$ cat src/rtl/pc_unit_pkg.sv
// Shared types for the program-counter stage: FSM states, cause codes,
// default handler-byte addresses and the exception priority encoder.
package pc_unit_pkg;

  typedef enum logic [1:0] {
    ST_RUN      = 2'd0,
    ST_EXC_SAVE = 2'd1,
    ST_EXC_WAIT = 2'd2,
    ST_EXC_LOAD = 2'd3
  } pc_state_e;

  typedef enum logic [1:0] {
    CAUSE_NONE = 2'd0,
    CAUSE_OPC  = 2'd1,
    CAUSE_OVF  = 2'd2,
    CAUSE_DIV0 = 2'd3
  } cause_e;

  localparam logic [31:0] DEF_VEC_OPCODE = 32'd253;
  localparam logic [31:0] DEF_VEC_OVF    = 32'd254;
  localparam logic [31:0] DEF_VEC_DIV0   = 32'd255;

  // Simultaneous requests resolve opcode > overflow > div0.
  function automatic cause_e exc_select(input logic opc, input logic ovf, input logic div0);
    cause_e c;
    c = CAUSE_NONE;
    if (opc)       c = CAUSE_OPC;
    else if (ovf)  c = CAUSE_OVF;
    else if (div0) c = CAUSE_DIV0;
    return c;
  endfunction

endpackage

$ cat src/rtl/pc_unit_if.sv
// Bus between the control datapath and the PC stage.
// vec_rd is a fixed-latency request: the memory presents mem_vec_byte for
// vec_addr MEM_LAT cycles after vec_rd rises; there is no ready back-pressure.
interface pc_unit_if;
  logic [31:0] pc_next;
  logic        pc_write;
  logic        branch_eq;
  logic        branch_ne;
  logic        alu_zero;
  logic        exc_opcode;
  logic        exc_overflow;
  logic        exc_div0;
  logic [7:0]  mem_vec_byte;
  logic [31:0] pc_q;
  logic [31:0] epc_q;
  logic [1:0]  cause_q;
  logic [31:0] vec_addr;
  logic        vec_rd;
  logic        busy;
  pc_unit_pkg::pc_state_e state_dbg;

  modport slave (
    input  pc_next, pc_write, branch_eq, branch_ne, alu_zero,
           exc_opcode, exc_overflow, exc_div0, mem_vec_byte,
    output pc_q, epc_q, cause_q, vec_addr, vec_rd, busy, state_dbg
  );

  modport master (
    output pc_next, pc_write, branch_eq, branch_ne, alu_zero,
           exc_opcode, exc_overflow, exc_div0, mem_vec_byte,
    input  pc_q, epc_q, cause_q, vec_addr, vec_rd, busy, state_dbg
  );
endinterface

$ cat src/rtl/pc_unit_write_gate.sv
// PC write enable: unconditional load, or a branch whose condition matches
// the ALU zero flag.
module pc_unit_write_gate (
  input  logic pc_write_i,
  input  logic branch_eq_i,
  input  logic branch_ne_i,
  input  logic alu_zero_i,
  output logic pc_we_o
);
  assign pc_we_o = pc_write_i
                 | (branch_eq_i &  alu_zero_i)
                 | (branch_ne_i & ~alu_zero_i);
endmodule

$ cat src/rtl/pc_unit.sv
// Program-counter stage: PC/EPC/cause registers, gated PC writes and the
// exception-entry sequence (save EPC, fetch handler byte, load PC).
module pc_unit
  import pc_unit_pkg::*;
#(
  parameter logic [31:0] RESET_PC   = 32'h0000_0000,
  parameter logic [31:0] EPC_OFFSET = 32'd4,
  parameter int          MEM_LAT    = 1,
  parameter logic [31:0] VEC_OPCODE = DEF_VEC_OPCODE,
  parameter logic [31:0] VEC_OVF    = DEF_VEC_OVF,
  parameter logic [31:0] VEC_DIV0   = DEF_VEC_DIV0
) (
  input logic      clk,
  input logic      reset,
  pc_unit_if.slave bus
);

  localparam int CNT_W = (MEM_LAT > 1) ? $clog2(MEM_LAT) : 1;

  pc_state_e          state_q;
  cause_e             code_q;
  cause_e             cause_q;
  logic [31:0]        pc_q;
  logic [31:0]        epc_q;
  logic [31:0]        vec_addr_q;
  logic               vec_rd_q;
  logic               busy_q;
  logic [CNT_W-1:0]   cnt_q;

  logic   pc_we;
  logic   exc_any;
  cause_e exc_code;

  function automatic logic [31:0] vec_for(input cause_e c);
    logic [31:0] a;
    case (c)
      CAUSE_OPC: a = VEC_OPCODE;
      CAUSE_OVF: a = VEC_OVF;
      default:   a = VEC_DIV0;
    endcase
    return a;
  endfunction

  pc_unit_write_gate u_write_gate (
    .pc_write_i  (bus.pc_write),
    .branch_eq_i (bus.branch_eq),
    .branch_ne_i (bus.branch_ne),
    .alu_zero_i  (bus.alu_zero),
    .pc_we_o     (pc_we)
  );

  assign exc_any  = bus.exc_opcode | bus.exc_overflow | bus.exc_div0;
  assign exc_code = exc_select(bus.exc_opcode, bus.exc_overflow, bus.exc_div0);

  // The handler-byte read is launched on entry to EXC_SAVE so the memory
  // latency overlaps the EPC save; vec_rd spans EXC_SAVE and EXC_WAIT.
  always_ff @(posedge clk or posedge reset) begin
    if (reset) begin
      state_q    <= ST_RUN;
      code_q     <= CAUSE_NONE;
      cause_q    <= CAUSE_NONE;
      pc_q       <= RESET_PC;
      epc_q      <= 32'h0;
      vec_addr_q <= 32'h0;
      vec_rd_q   <= 1'b0;
      busy_q     <= 1'b0;
      cnt_q      <= '0;
    end else begin
      case (state_q)
        ST_RUN: begin
          if (exc_any) begin
            state_q    <= ST_EXC_SAVE;
            busy_q     <= 1'b1;
            code_q     <= exc_code;
            vec_addr_q <= vec_for(exc_code);
            vec_rd_q   <= 1'b1;
          end else if (pc_we) begin
            pc_q <= bus.pc_next;
          end
        end
        ST_EXC_SAVE: begin
          epc_q   <= pc_q - EPC_OFFSET;
          cause_q <= code_q;
          cnt_q   <= CNT_W'(MEM_LAT - 1);
          state_q <= ST_EXC_WAIT;
        end
        ST_EXC_WAIT: begin
          if (cnt_q == '0) begin
            state_q  <= ST_EXC_LOAD;
            vec_rd_q <= 1'b0;
          end else begin
            cnt_q <= cnt_q - CNT_W'(1);
          end
        end
        ST_EXC_LOAD: begin
          pc_q    <= {24'b0, bus.mem_vec_byte};
          busy_q  <= 1'b0;
          state_q <= ST_RUN;
        end
      endcase
    end
  end

  assign bus.pc_q      = pc_q;
  assign bus.epc_q     = epc_q;
  assign bus.cause_q   = cause_q;
  assign bus.vec_addr  = vec_addr_q;
  assign bus.vec_rd    = vec_rd_q;
  assign bus.busy      = busy_q;
  assign bus.state_dbg = state_q;

endmodule

$ cat src/flat_wrapper.sv
// flat-port wrapper written by rule: the top's interface ports become plain ports
module pc_unit_flat import pc_unit_pkg::*;
#(
  parameter logic [31:0] RESET_PC   = 32'h0000_0000,
  parameter logic [31:0] EPC_OFFSET = 32'd4,
  parameter int          MEM_LAT    = 1,
  parameter logic [31:0] VEC_OPCODE = DEF_VEC_OPCODE,
  parameter logic [31:0] VEC_OVF    = DEF_VEC_OVF,
  parameter logic [31:0] VEC_DIV0   = DEF_VEC_DIV0
)
  (clk, reset, bus_pc_next, bus_pc_write, bus_branch_eq, bus_branch_ne, bus_alu_zero, bus_exc_opcode, bus_exc_overflow, bus_exc_div0, bus_mem_vec_byte, bus_pc_q, bus_epc_q, bus_cause_q, bus_vec_addr, bus_vec_rd, bus_busy, bus_state_dbg);
  pc_unit_if bus_i ();
  input logic clk;
  input logic reset;
  input wire logic [$bits(bus_i.pc_next)-1:0] bus_pc_next;
  input wire logic [$bits(bus_i.pc_write)-1:0] bus_pc_write;
  input wire logic [$bits(bus_i.branch_eq)-1:0] bus_branch_eq;
  input wire logic [$bits(bus_i.branch_ne)-1:0] bus_branch_ne;
  input wire logic [$bits(bus_i.alu_zero)-1:0] bus_alu_zero;
  input wire logic [$bits(bus_i.exc_opcode)-1:0] bus_exc_opcode;
  input wire logic [$bits(bus_i.exc_overflow)-1:0] bus_exc_overflow;
  input wire logic [$bits(bus_i.exc_div0)-1:0] bus_exc_div0;
  input wire logic [$bits(bus_i.mem_vec_byte)-1:0] bus_mem_vec_byte;
  output wire logic [$bits(bus_i.pc_q)-1:0] bus_pc_q;
  output wire logic [$bits(bus_i.epc_q)-1:0] bus_epc_q;
  output wire logic [$bits(bus_i.cause_q)-1:0] bus_cause_q;
  output wire logic [$bits(bus_i.vec_addr)-1:0] bus_vec_addr;
  output wire logic [$bits(bus_i.vec_rd)-1:0] bus_vec_rd;
  output wire logic [$bits(bus_i.busy)-1:0] bus_busy;
  output wire logic [$bits(bus_i.state_dbg)-1:0] bus_state_dbg;
  assign bus_i.pc_next = bus_pc_next;
  assign bus_i.pc_write = bus_pc_write;
  assign bus_i.branch_eq = bus_branch_eq;
  assign bus_i.branch_ne = bus_branch_ne;
  assign bus_i.alu_zero = bus_alu_zero;
  assign bus_i.exc_opcode = bus_exc_opcode;
  assign bus_i.exc_overflow = bus_exc_overflow;
  assign bus_i.exc_div0 = bus_exc_div0;
  assign bus_i.mem_vec_byte = bus_mem_vec_byte;
  assign bus_pc_q = bus_i.pc_q;
  assign bus_epc_q = bus_i.epc_q;
  assign bus_cause_q = bus_i.cause_q;
  assign bus_vec_addr = bus_i.vec_addr;
  assign bus_vec_rd = bus_i.vec_rd;
  assign bus_busy = bus_i.busy;
  assign bus_state_dbg = bus_i.state_dbg;
  pc_unit #(.RESET_PC(RESET_PC), .EPC_OFFSET(EPC_OFFSET), .MEM_LAT(MEM_LAT), .VEC_OPCODE(VEC_OPCODE), .VEC_OVF(VEC_OVF), .VEC_DIV0(VEC_DIV0)) u_core (.clk(clk), .reset(reset), .bus(bus_i));
endmodule
$ cat config.mk
export PLATFORM = sky130hd
export DESIGN_NAME = pc_unit_flat
export DESIGN_NICKNAME = d
export VERILOG_FILES = /design/src/rtl/pc_unit_pkg.sv /design/src/rtl/pc_unit_if.sv /design/src/rtl/pc_unit_write_gate.sv /design/src/rtl/pc_unit.sv /design/src/flat_wrapper.sv
export SDC_FILE = /design/constraint.sdc
export NUM_CORES = 1
export LEC_CHECK = 0
export BUFFER_PORTS_ARGS = -buffer_cell sky130_fd_sc_hd__buf_2
export CAP_MARGIN = 0
export CELL_PAD_IN_SITES_DETAIL_PLACEMENT = 1
export CELL_PAD_IN_SITES_GLOBAL_PLACEMENT = 2
export CORE_MARGIN = 2
export CORE_UTILIZATION = 32
export DETAILED_ROUTE_END_ITERATION = 7
export GPL_TIMING_DRIVEN = 0
export PLACE_DENSITY_LB_ADDON = 0.1
export SYNTH_ARGS = -nofsm -noshare
export SYNTH_HDL_FRONTEND = slang
export SYNTH_SLANG_ARGS = --single-unit
$ cat constraint.sdc
create_clock -name clk -period 5.25 [get_ports clk]
set_input_delay 1.05 -clock clk [delete_from_list [all_inputs] [get_ports clk]]
set_output_delay 1.05 -clock clk [all_outputs]
set_load 0.005 [all_outputs]
==> results of run 1 <==
[state kept, by name, indices dropped and copies added (netlist names)]
| register | cells |
|---|---|
| u_core.bus.epc_q | 32 |
| u_core.bus.vec_addr | 3 |
| u_core.bus.vec_rd | 1 |
| u_core.bus.state_dbg | 2 |
| u_core.bus.pc_q | 32 |
| u_core.bus.busy | 1 |
| u_core.code_q | 2 |
| u_core.bus.cause_q | 2 |
[cells in the mapped netlist (9+ instances only)]
cell	instances	area [um2]
a31oi_1	18	112.6
o31ai_1	9	67.56
buf_4	29	217.7
clkbuf_1	16	60.06
dfrtp_1	75	1877
a21oi_1	14	70.07
nor2_1	36	135.1
inv_1	9	33.78
nor2b_1	25	156.4
or4_1	12	90.09
or3_1	11	68.82
mux2_2	41	461.7
[critical path, delay by kind of cell]
family | cells | cell delay [ns]
mux | 1 | 0.41
simple gates | 1 | 0.36
compound gates | 2 | 0.60
buf+inv | 2 | 0.68
[logic make-up (layout without fill, tap and decap cells)]
logic type                 count (synthesis)  in the layout
and+or+nand+nor                          115            115
DFF                                       75             75
other                                      1             24
xor gates and xnor gates                   9              9
AOI/OAI and AO/OA                         61             61
adders and majority gates                  5              5
muxes                                     48             48
buffers and inverters                     59            201
[metrics by stage]
step / util / setup WS (ns) / hold slack [ns] / instance area (um2) / power, mW
after CTS: 0.4275 / 2.320 / 0.4880 / 5135 / 3.317
final: 0.4275 / 2.367 / 0.4796 / 5135 / 3.263
after floorplan: - / 2.290 / 0.4583 / 4010 / 2.077
after global placement: 0.4017 / 1.163 / 0.4702 / 4825 / 2.665
after global routing: 0.4275 / 2.188 / 0.5241 / 5135 / 3.548
after detailed placement: 0.4042 / 1.966 / 0.4755 / 4855 / 2.709
[report_power, final]
| group | switching, mW | leakage (nW) | internal, mW | total [mW] |
|---|---|---|---|---|
| clock network | 0.238 | 0.141 | 0.355 | 0.592 |
| logic | 0.768 | 1.33 | 0.737 | 1.51 |
| registers | 0.283 | 0.871 | 0.883 | 1.17 |
[final timing paths]
kind	depth (start not counted)	start	to
hold / removal	1	u_core.bus.vec_addr[0]	u_core.bus.vec_addr[0]
setup reg to reg	6	u_core.bus.pc_q[2]	u_core.bus.epc_q[22]
hold reg to reg	1	u_core.bus.vec_addr[0]	u_core.bus.vec_addr[0]
setup / recovery	6	bus_exc_div0	u_core.bus.pc_q[15]
max in group asynchronous	3	reset	u_core.bus.pc_q[3]
min in group asynchronous	2	reset	u_core.bus.epc_q[31]
[cell type report]
type / instances / area (um2) / area share
Multi-Input combinational cell: 262 / 1800 / 0.3506
Inverter: 9 / 36.28 / 0.007066
Clock buffer: 13 / 270.3 / 0.05263
Buffer: 50 / 299.0 / 0.05824
Clock inverter: 2 / 10.01 / 0.001949
Timing Repair Buffer: 127 / 658.1 / 0.1282
Tap cell: 147 / 183.9 / 0.03582
Sequential cell: 75 / 1877 / 0.3655
[per-layer routing]
| layer | track usage | share of wire |
|---|---|---|
| met1 | 0.2416 | 0.46 |
| met2 | 0.2848 | 0.48 |
| met3 | 0.03637 | 0.045 |
| met4 | 0.06506 | 0.015 |
| met5 | 0 | 0 |
==> out/qor.yml, run 1 <==
fp.dieArea_um2: 13160
clkSlewWorstSetupHoldPaths_ns: 0.06
nFillCells: 1440
final-setup-viol-count: 0
drv.max_cap_violation_count: 0
crit_path_max_fanout: 10
globalRoute.totalOverflow: 0
fraction_of_final_layout_cells_with_drive_strength_greater_than_1: 0.4071
num-nets-final: 588
powerDensity_nw_per_um2: 635.4
die_w_um: 114.7
rsz0062_at_grt: "false"
register_to_register_setup_slack_ns: 2.45
clock-skew-final_ns: 0.004388
cts_max_path_buffers: 2
worstPathArrival_ns: 3.11
post_drt_via_cell_ratio: 4.844
rows: 40
power_leakage_nw: 2.341
timing.final.hold_violations: 0
critPathRequiredTime_ns: 5.48
post_synth_inst_count: 373
final_common_cell: "buf_2"
antennaDiodeCount: 0
detailroute.via_count: 3318
vdd_ir_drop_max_mv: 0.2245
detail_route.first_pass.iterations: 4
grt_max_degree: 45
main_combinational_cell_family_by_area_after_synthesis: "simple AND/OR/NAND/NOR gates"
post_layout_nonfiller_instances: 685
netlist-cell-type-count: 37
synthesis.area_um2: 3924
asyncSetResetFlopFracSynth: 1.000
grt_usage: 0.1784
outcome: "complete, no violations"
floorplan.initialDensity: 0.3267
weighted_congestion_at_the_end_of_routability_driven_global_placement: 0.7555
port_buffers: 126
synth_mux_area_frac: 0.1355
layout_common_cells: "128 x buf_2, 75 x dfrtp_1, 41 x mux2_2, 36 x nor2_1, 29 x buf_4"
antenna_found_initial: 0
placeableCoreArea_um2: 12010
yosys_reg_bits: 75
synth_to_layout_area_growth_pct: 30.87
antenna_left: 0
clock_latency_ns: 0.34
drc: 0
clock-sinks: 75
dp.cells: 670
element_type_at_the_critical_path_end: "flip-flop"
cts_root_buffer: "clkbuf_16"
tritoncts: "built"
cts.repair.resized: 0
max-slew-margin-rel: 0.4823
tns_ns: 0
drt_wl_total_um: 11280
hold_class: "reg -> reg"
synth_compound_area_frac: 0.09917
wire_per_inst_um: 16.46
synth-adder-area-share: 0.01594
cts.repair_timing.setup_buffer_count: 0
initialDrtViolationCount: 90
post_synth_xor_area_fraction: 0.02009
critical_path.startpoint_type: "primary input"
die_h_um: 114.7
number_of_flops_mapped_to_enable_cells_by_yosys: 0
worstMarginPinSlew_ns: 0.7694
timing_worst_setup_path_type: "in -> reg"
detailed_place_hpwl_um: 8312
synth_seq_area_share: 0.4783
ys_dominant_reg_cell: "dfrtp_1"
number_of_global_route_vias_before_repair: 3351
critical_path_cell_list: "buf_2, nor3_1, o21ai_0, a21oi_1, clkbuf_1, mux2_2"
cp_slowest_stage_delay_ns: 0.56
drv_slew: 0
ios: 151
syn_avg_cell_area_um2: 10.52
min_period_over_period: 0.5491
synthSimpleGateAreaFrac: 0.1652
ctsHtreeMaxLevel: 3
max_clock_freq_mhz: 346.9
postCtsHoldBufs: 0
tritoncts.num_buffers: 9
period_minus_slack_ns: 2.883
first_pass_grt_wire_length_um: 17980
yosys_warnings: 0
cp_slowest_cell: "clkbuf_1"
(Power assumes the default switching activity.)
==> run 2: changes to the inputs <==
--- a/config.mk
+++ b/config.mk
@@ -10,7 +10,7 @@
 export CELL_PAD_IN_SITES_DETAIL_PLACEMENT = 1
 export CELL_PAD_IN_SITES_GLOBAL_PLACEMENT = 2
 export CORE_MARGIN = 2
-export CORE_UTILIZATION = 32
+export CORE_UTILIZATION = 29
 export DETAILED_ROUTE_END_ITERATION = 7
 export GPL_TIMING_DRIVEN = 0
 export PLACE_DENSITY_LB_ADDON = 0.1
==> constraint.sdc (replaced) <==
create_clock -name clk -period 3 [get_ports clk]
set_input_delay 0.6 -clock clk [delete_from_list [all_inputs] [get_ports clk]]
set_output_delay 0.6 -clock clk [all_outputs]
set_load 0.005 [all_outputs]
==> run 2 against run 1 <==
Hold slack worse by 0.18 ns. Clock skew up 0.0023 ns. Utilization down 3.2 points. Final cell count up 4.4%. Combinational power up 75%. Critical endpoint is now u_core.bus.epc_q[22].
==> out/qor.yml, run 2 (synthesis results as in run 1) <==
drv_slew: 0  # unchanged
initialDrtViolationCount: 126  # +40%
dp.cells: 699  # +4.3%
vdd_ir_drop_max_mv: 0.3231  # +44%
detail_route.first_pass.iterations: 4  # unchanged
tritoncts: "built"
placeableCoreArea_um2: 13240  # +10%
antenna_found_initial: 0  # unchanged
worstPathBufferInverterCount: 0  # -2
antennaDiodeCount: 0  # unchanged
ctsHtreeMaxLevel: 3  # unchanged
detailed_place_hpwl_um: 8560  # +3.0%
critPathRequiredTime_ns: 3.26  # -2.22 ns
clock_latency_ns: 0.34  # about the same
postCtsHoldBufs: 0  # unchanged
min_period_over_period: 0.8800
floorplan.initialDensity: 0.2963  # -0.03037
power_leakage_nw: 2.373  # +1.4%
fin_total_pwr_mw: 5.944  # +82%
rsz0062_at_grt: "false"
crit_cells: 4  # -2
postLayoutSetupSlackWorst_ns: 0.3601  # -2.007 ns
clkSlewWorstSetupHoldPaths_ns: 0.06  # about the same
worst_setup_timing_slack_at_the_placement_stage_ns: 0.1594  # -1.806 ns
final_common_cell: "buf_2"
globalRoute.totalOverflow: 0  # unchanged
ios: 151  # unchanged
wire_per_inst_um: 16.01  # -2.7%
crit_path_max_fanout: 9  # -1
antenna_left: 0  # unchanged
worstMarginPinSlew_ns: 0.7222  # -0.04721 ns
final-setup-viol-count: 0  # unchanged
number_of_global_route_vias_before_repair: 3337  # -0.42%
critical_path.startpoint_type: "flip-flop"
timing.critical_path.max_delay_family: "simple AND/OR/NAND/NOR gates"
drc: 0  # unchanged
drv.max_cap_violation_count: 0  # unchanged
post_drt_via_cell_ratio: 4.678  # -3.4%
rows: 42  # +5.0%
grt_max_degree: 44  # -2.2%
clock-skew-final_ns: 0.006694  # +0.002306 ns
cts_max_path_buffers: 2  # unchanged
cts_root_buffer: "clkbuf_16"
outcome: "complete, no violations"
die_w_um: 120.3  # +4.9%
critical_path_cell_list: "nor4_1, nand3_1, or4b_2, a31oi_1"
cp_slowest_stage_delay_ns: 0.75  # +0.19 ns
post_layout_nonfiller_instances: 715  # +4.4%
detailroute.via_count: 3345  # +0.81%
worst-r2r-cell-count: 4  # -2
cp_slowest_cell: "or4b_2"
period_minus_slack_ns: 2.640
powerDensity_nw_per_um2: 1134  # +78%
worstPathArrival_ns: 2.90  # -0.21 ns
timing.final.hold_violations: 0  # unchanged
hold_class: "in -> async"
timing_worst_setup_path_type: "reg -> reg"
drt_wl_total_um: 11450  # +1.5%
fraction_of_final_layout_cells_with_drive_strength_greater_than_1: 0.4082  # +0.001100
tritoncts.num_buffers: 9  # unchanged
grt_usage: 0.1646  # -0.01375
port_buffers: 126  # unchanged
element_type_at_the_critical_path_end: "flip-flop"
synth_to_layout_area_growth_pct: 33.61
max_clock_freq_mhz: 378.8
cts.repair_timing.setup_buffer_count: 0  # unchanged
num-nets-final: 588  # unchanged
fp.dieArea_um2: 14480  # +10%
die_h_um: 120.3  # +4.9%
weighted_congestion_at_the_end_of_routability_driven_global_placement: 0.7481  # -0.98%
cts.repair.resized: 0  # unchanged
max-slew-margin-rel: 0.5141  # +0.03177
first_pass_grt_wire_length_um: 18490  # +2.8%
layout_common_cells: "128 x buf_2, 75 x dfrtp_1, 41 x mux2_2, 36 x nor2_1, 29 x buf_4"
clock-sinks: 75  # unchanged
[run 2: changes by cell type in the layout (fill, tap and decap cells not counted)]
cell / previous run / this run
nor4b_4: 0 / 1
clkbuf_8: 3 / 1
bufinv_16: 0 / 3
nor4b_2: 1 / 0
[run 2: power by group]
part / internal (mW) / leakage, nW / switching [mW]
Combinational: 1.30 / 1.33 / 1.35
Clock: 0.833 / 0.169 / 0.422
Sequential: 1.54 / 0.871 / 0.500
Total: 3.67 / 2.37 / 2.27
[run 2: path summary, 6_finish.rpt]
check                                  startpoint  slack, ns                      to
min in group clk           u_core.bus.vec_addr[0]       0.49  u_core.bus.vec_addr[0]
setup / recovery              u_core.bus.pc_q[10]       0.36    u_core.bus.epc_q[22]
hold / removal                              reset       0.30    u_core.bus.epc_q[13]
max in group asynchronous                   reset       2.13      u_core.bus.pc_q[0]
hold reg to reg            u_core.bus.vec_addr[0]       0.49  u_core.bus.vec_addr[0]
setup reg to reg              u_core.bus.pc_q[10]       0.36    u_core.bus.epc_q[22]
[run 2: per-layer routing]
layer,track usage,up-vias,wire length [um]
li1,-,1603,-
met1,0.2219,1652,5317
met2,0.2656,84,5527
met3,0.03585,6,478
met4,0.05015,0,125
met5,0,-,0
[run 2: area by class of cell]
class                   count  area (um2)
clock buffers              11       242.7
well taps                 176       220.2
plain buffers              50       299.0
fillers                  1560        8000
multi-input cells         262        1809
flip-flops and latches     75        1877
clock inverters             5       100.1
inverters                   9       36.28
repair buffers            127       658.1
[run 2: stage by stage]
stage	cell area, um2	util	TNS (ns)	hold WS, ns
floorplan	4010	-	0	0.4583
global placement	4861	0.3671	-51.42	0.4749
detailed placement	4891	0.3693	0	0.4869
CTS	5234	0.3952	0	0.3021
global route	5243	0.3959	0	0.3231
finish	5243	0.3959	0	0.2971
==> run 3: changes to the inputs <==
--- a/config.mk
+++ b/config.mk
@@ -14,6 +14,7 @@
 export DETAILED_ROUTE_END_ITERATION = 7
 export GPL_TIMING_DRIVEN = 0
 export PLACE_DENSITY_LB_ADDON = 0.1
+export REMOVE_ABC_BUFFERS = 1
 export SYNTH_ARGS = -nofsm -noshare
 export SYNTH_HDL_FRONTEND = slang
 export SYNTH_SLANG_ARGS = --single-unit
==> run 3 against run 2 <==
Total power fell by 4.3%. Sequential power hardly changed. Maximum frequency decreased by 1.3%. Sequential share of layout area rose by 2.3 points. Sequential cell count is the same. Clock skew is 0.0011 ns lower. Final cell count is 6.7% lower. Combinational power fell by 2%. Critical path type unchanged. Critical endpoint unchanged.
==> out/qor.yml, run 3 (synthesis results as in run 1) <==
outcome: "complete, no violations"
fraction_of_final_layout_cells_with_drive_strength_greater_than_1: 0.3910  # -0.01712
first_pass_grt_wire_length_um: 17220  # -6.9%
detailed_place.area_um2: 4641  # -5.1%
max-slew-margin-rel: 0.4575  # -0.05663
timing.final.hold_violations: 0  # unchanged
clock-sinks: 75  # unchanged
rows: 42  # unchanged
min_period_over_period: 0.8915  # +0.01149
worst-r2r-cell-count: 6  # +2
clkSlewWorstSetupHoldPaths_ns: 0.06  # about the same
drc: 0  # unchanged
postCtsHoldBufs: 0  # unchanged
grt_max_degree: 39  # -11%
critPathRequiredTime_ns: 3.26  # about the same
clock-skew-final_ns: 0.005627  # -0.001067 ns
number_of_global_route_vias_before_repair: 3181  # -4.7%
powerDensity_nw_per_um2: 1155  # +1.9%
post_drt_via_cell_ratio: 4.712  # +0.72%
initialDrtViolationCount: 119  # -5.6%
tritoncts: "built"
tns_ns: 0  # unchanged
cts_max_path_buffers: 2  # unchanged
crit_path_max_fanout: 9  # unchanged
fp.dieArea_um2: 14480  # unchanged
timing_worst_setup_path_type: "reg -> reg"
r2r_start: "u_core.bus.pc_q[2]"
grt_usage: 0.1525  # -0.01210
cts_root_buffer: "clkbuf_16"
fin_total_pwr_mw: 5.687  # -4.3%
detailed_place_hpwl_um: 7419  # -13%
worstMarginPinSlew_ns: 0.8138  # +0.09161 ns
floorplan.initialDensity: 0.2963  # unchanged
synth_to_layout_area_growth_pct: 25.48
weighted_congestion_at_the_end_of_routability_driven_global_placement: 0.6630  # -11%
rsz0062_at_grt: "false"
num-nets-final: 540  # -8.2%
critical_path.startpoint_type: "flip-flop"
antenna_found_initial: 0  # unchanged
register_to_register_setup_slack_ns: 0.33  # -0.03 ns
final-setup-viol-count: 0  # unchanged
worst_setup_timing_slack_at_the_placement_stage_ns: 0.02669  # -0.1327 ns
design_area_um2: 4923  # -6.1%
ios: 151  # unchanged
postLayoutSetupSlackWorst_ns: 0.3256  # -0.03446 ns
timing.critical_path.from: "u_core.bus.pc_q[2]"
placeableCoreArea_um2: 13240  # unchanged
clock_latency_ns: 0.33  # about the same
detailroute.via_count: 3143  # -6.0%
die_h_um: 120.3  # unchanged
period_minus_slack_ns: 2.674  # +0.03446 ns
drv.max_cap_violation_count: 0  # unchanged
worstPathArrival_ns: 2.93  # +0.03 ns
globalRoute.totalOverflow: 0  # unchanged
drt_wl_total_um: 10600  # -7.5%
hold_class: "in -> async"
r2r-end: "u_core.bus.epc_q[22]"
antennaDiodeCount: 0  # unchanged
tritoncts.num_buffers: 9  # unchanged
drv_slew: 0  # unchanged
power_leakage_nw: 2.175  # -8.4%
layout_common_cells: "126 x buf_2, 75 x dfrtp_1, 41 x mux2_2, 36 x nor2_1, 25 x nor2b_1"
ctsHtreeMaxLevel: 3  # unchanged
fin_hold_ws_ns: 0.3004  # +0.003311 ns
antenna_left: 0  # unchanged
port_buffers: 126  # unchanged
final_common_cell: "buf_2"
element_type_at_the_critical_path_end: "flip-flop"
wire_per_inst_um: 15.88  # -0.80%
max_clock_freq_mhz: 373.9  # -1.3%
detail_route.first_pass.iterations: 4  # unchanged
die_w_um: 120.3  # unchanged
vdd_ir_drop_max_mv: 0.5322  # +65%
==> run 3: what timing repair did <==
action,4_1_cts,5_1_grt
endpoints found under the hold margin,0,0
setup buffers,0,0
gates resized for setup,0,1
endpoints found under the setup margin,0,3
==> run 3: metal layers <==
| layer | vias to the layer above | GRT usage | wire, um |
|---|---|---|---|
| li1 | 1502 | - | - |
| met1 | 1537 | 0.2003 | 4878 |
| met2 | 93 | 0.2404 | 4875 |
| met3 | 11 | 0.04340 | 696 |
| met4 | 0 | 0.05451 | 145 |
| met5 | - | 0 | 0 |
==> run 3: layout make-up <==
cell class                      count  area (um2)
Fill cell                        1553        8319
Sequential cell                    75        1877
Multi-Input combinational cell    262        1826
Timing Repair Buffer              129       690.7
Clock buffer                       14       264.0
Tap cell                          176       220.2
Inverter                            9       36.28
Clock inverter                      2       10.01
==> run 3: worst max path at each step <==
stage                      endpoint  cells past startpoint
4_1_cts        u_core.bus.epc_q[22]                      6
3_3_place_gp    u_core.bus.pc_q[10]                      5
2_1_floorplan    u_core.bus.pc_q[0]                      4
3_5_place_dp   u_core.bus.epc_q[22]                      6
6_report       u_core.bus.epc_q[22]                      6
5_1_grt        u_core.bus.epc_q[22]                      6
==> run 3: critical path, cell delays in order (launching register included) <==
cell and delay (ns):
dfrtp_1 0.40, inv_1 0.11, ha_1 0.24, nor4b_4 0.46, nand3_1 0.45, or4b_2 0.76, a31oi_1 0.18
==> run 3: through the flow <==
step / utilization / instances
3_3_place_gp: 0.3445 / 648
3_5_place_dp: 0.3504 / 651
6_report: 0.3718 / 667
2_1_floorplan: - / 346
4_1_cts: 0.3711 / 667
5_1_grt: 0.3718 / 667
==> run 3: power by group <==
group          total [mW]  internal (mW)  switching (mW)
clock                1.02          0.604           0.413
combinational        2.60           1.33            1.27
sequential           2.07           1.54           0.528
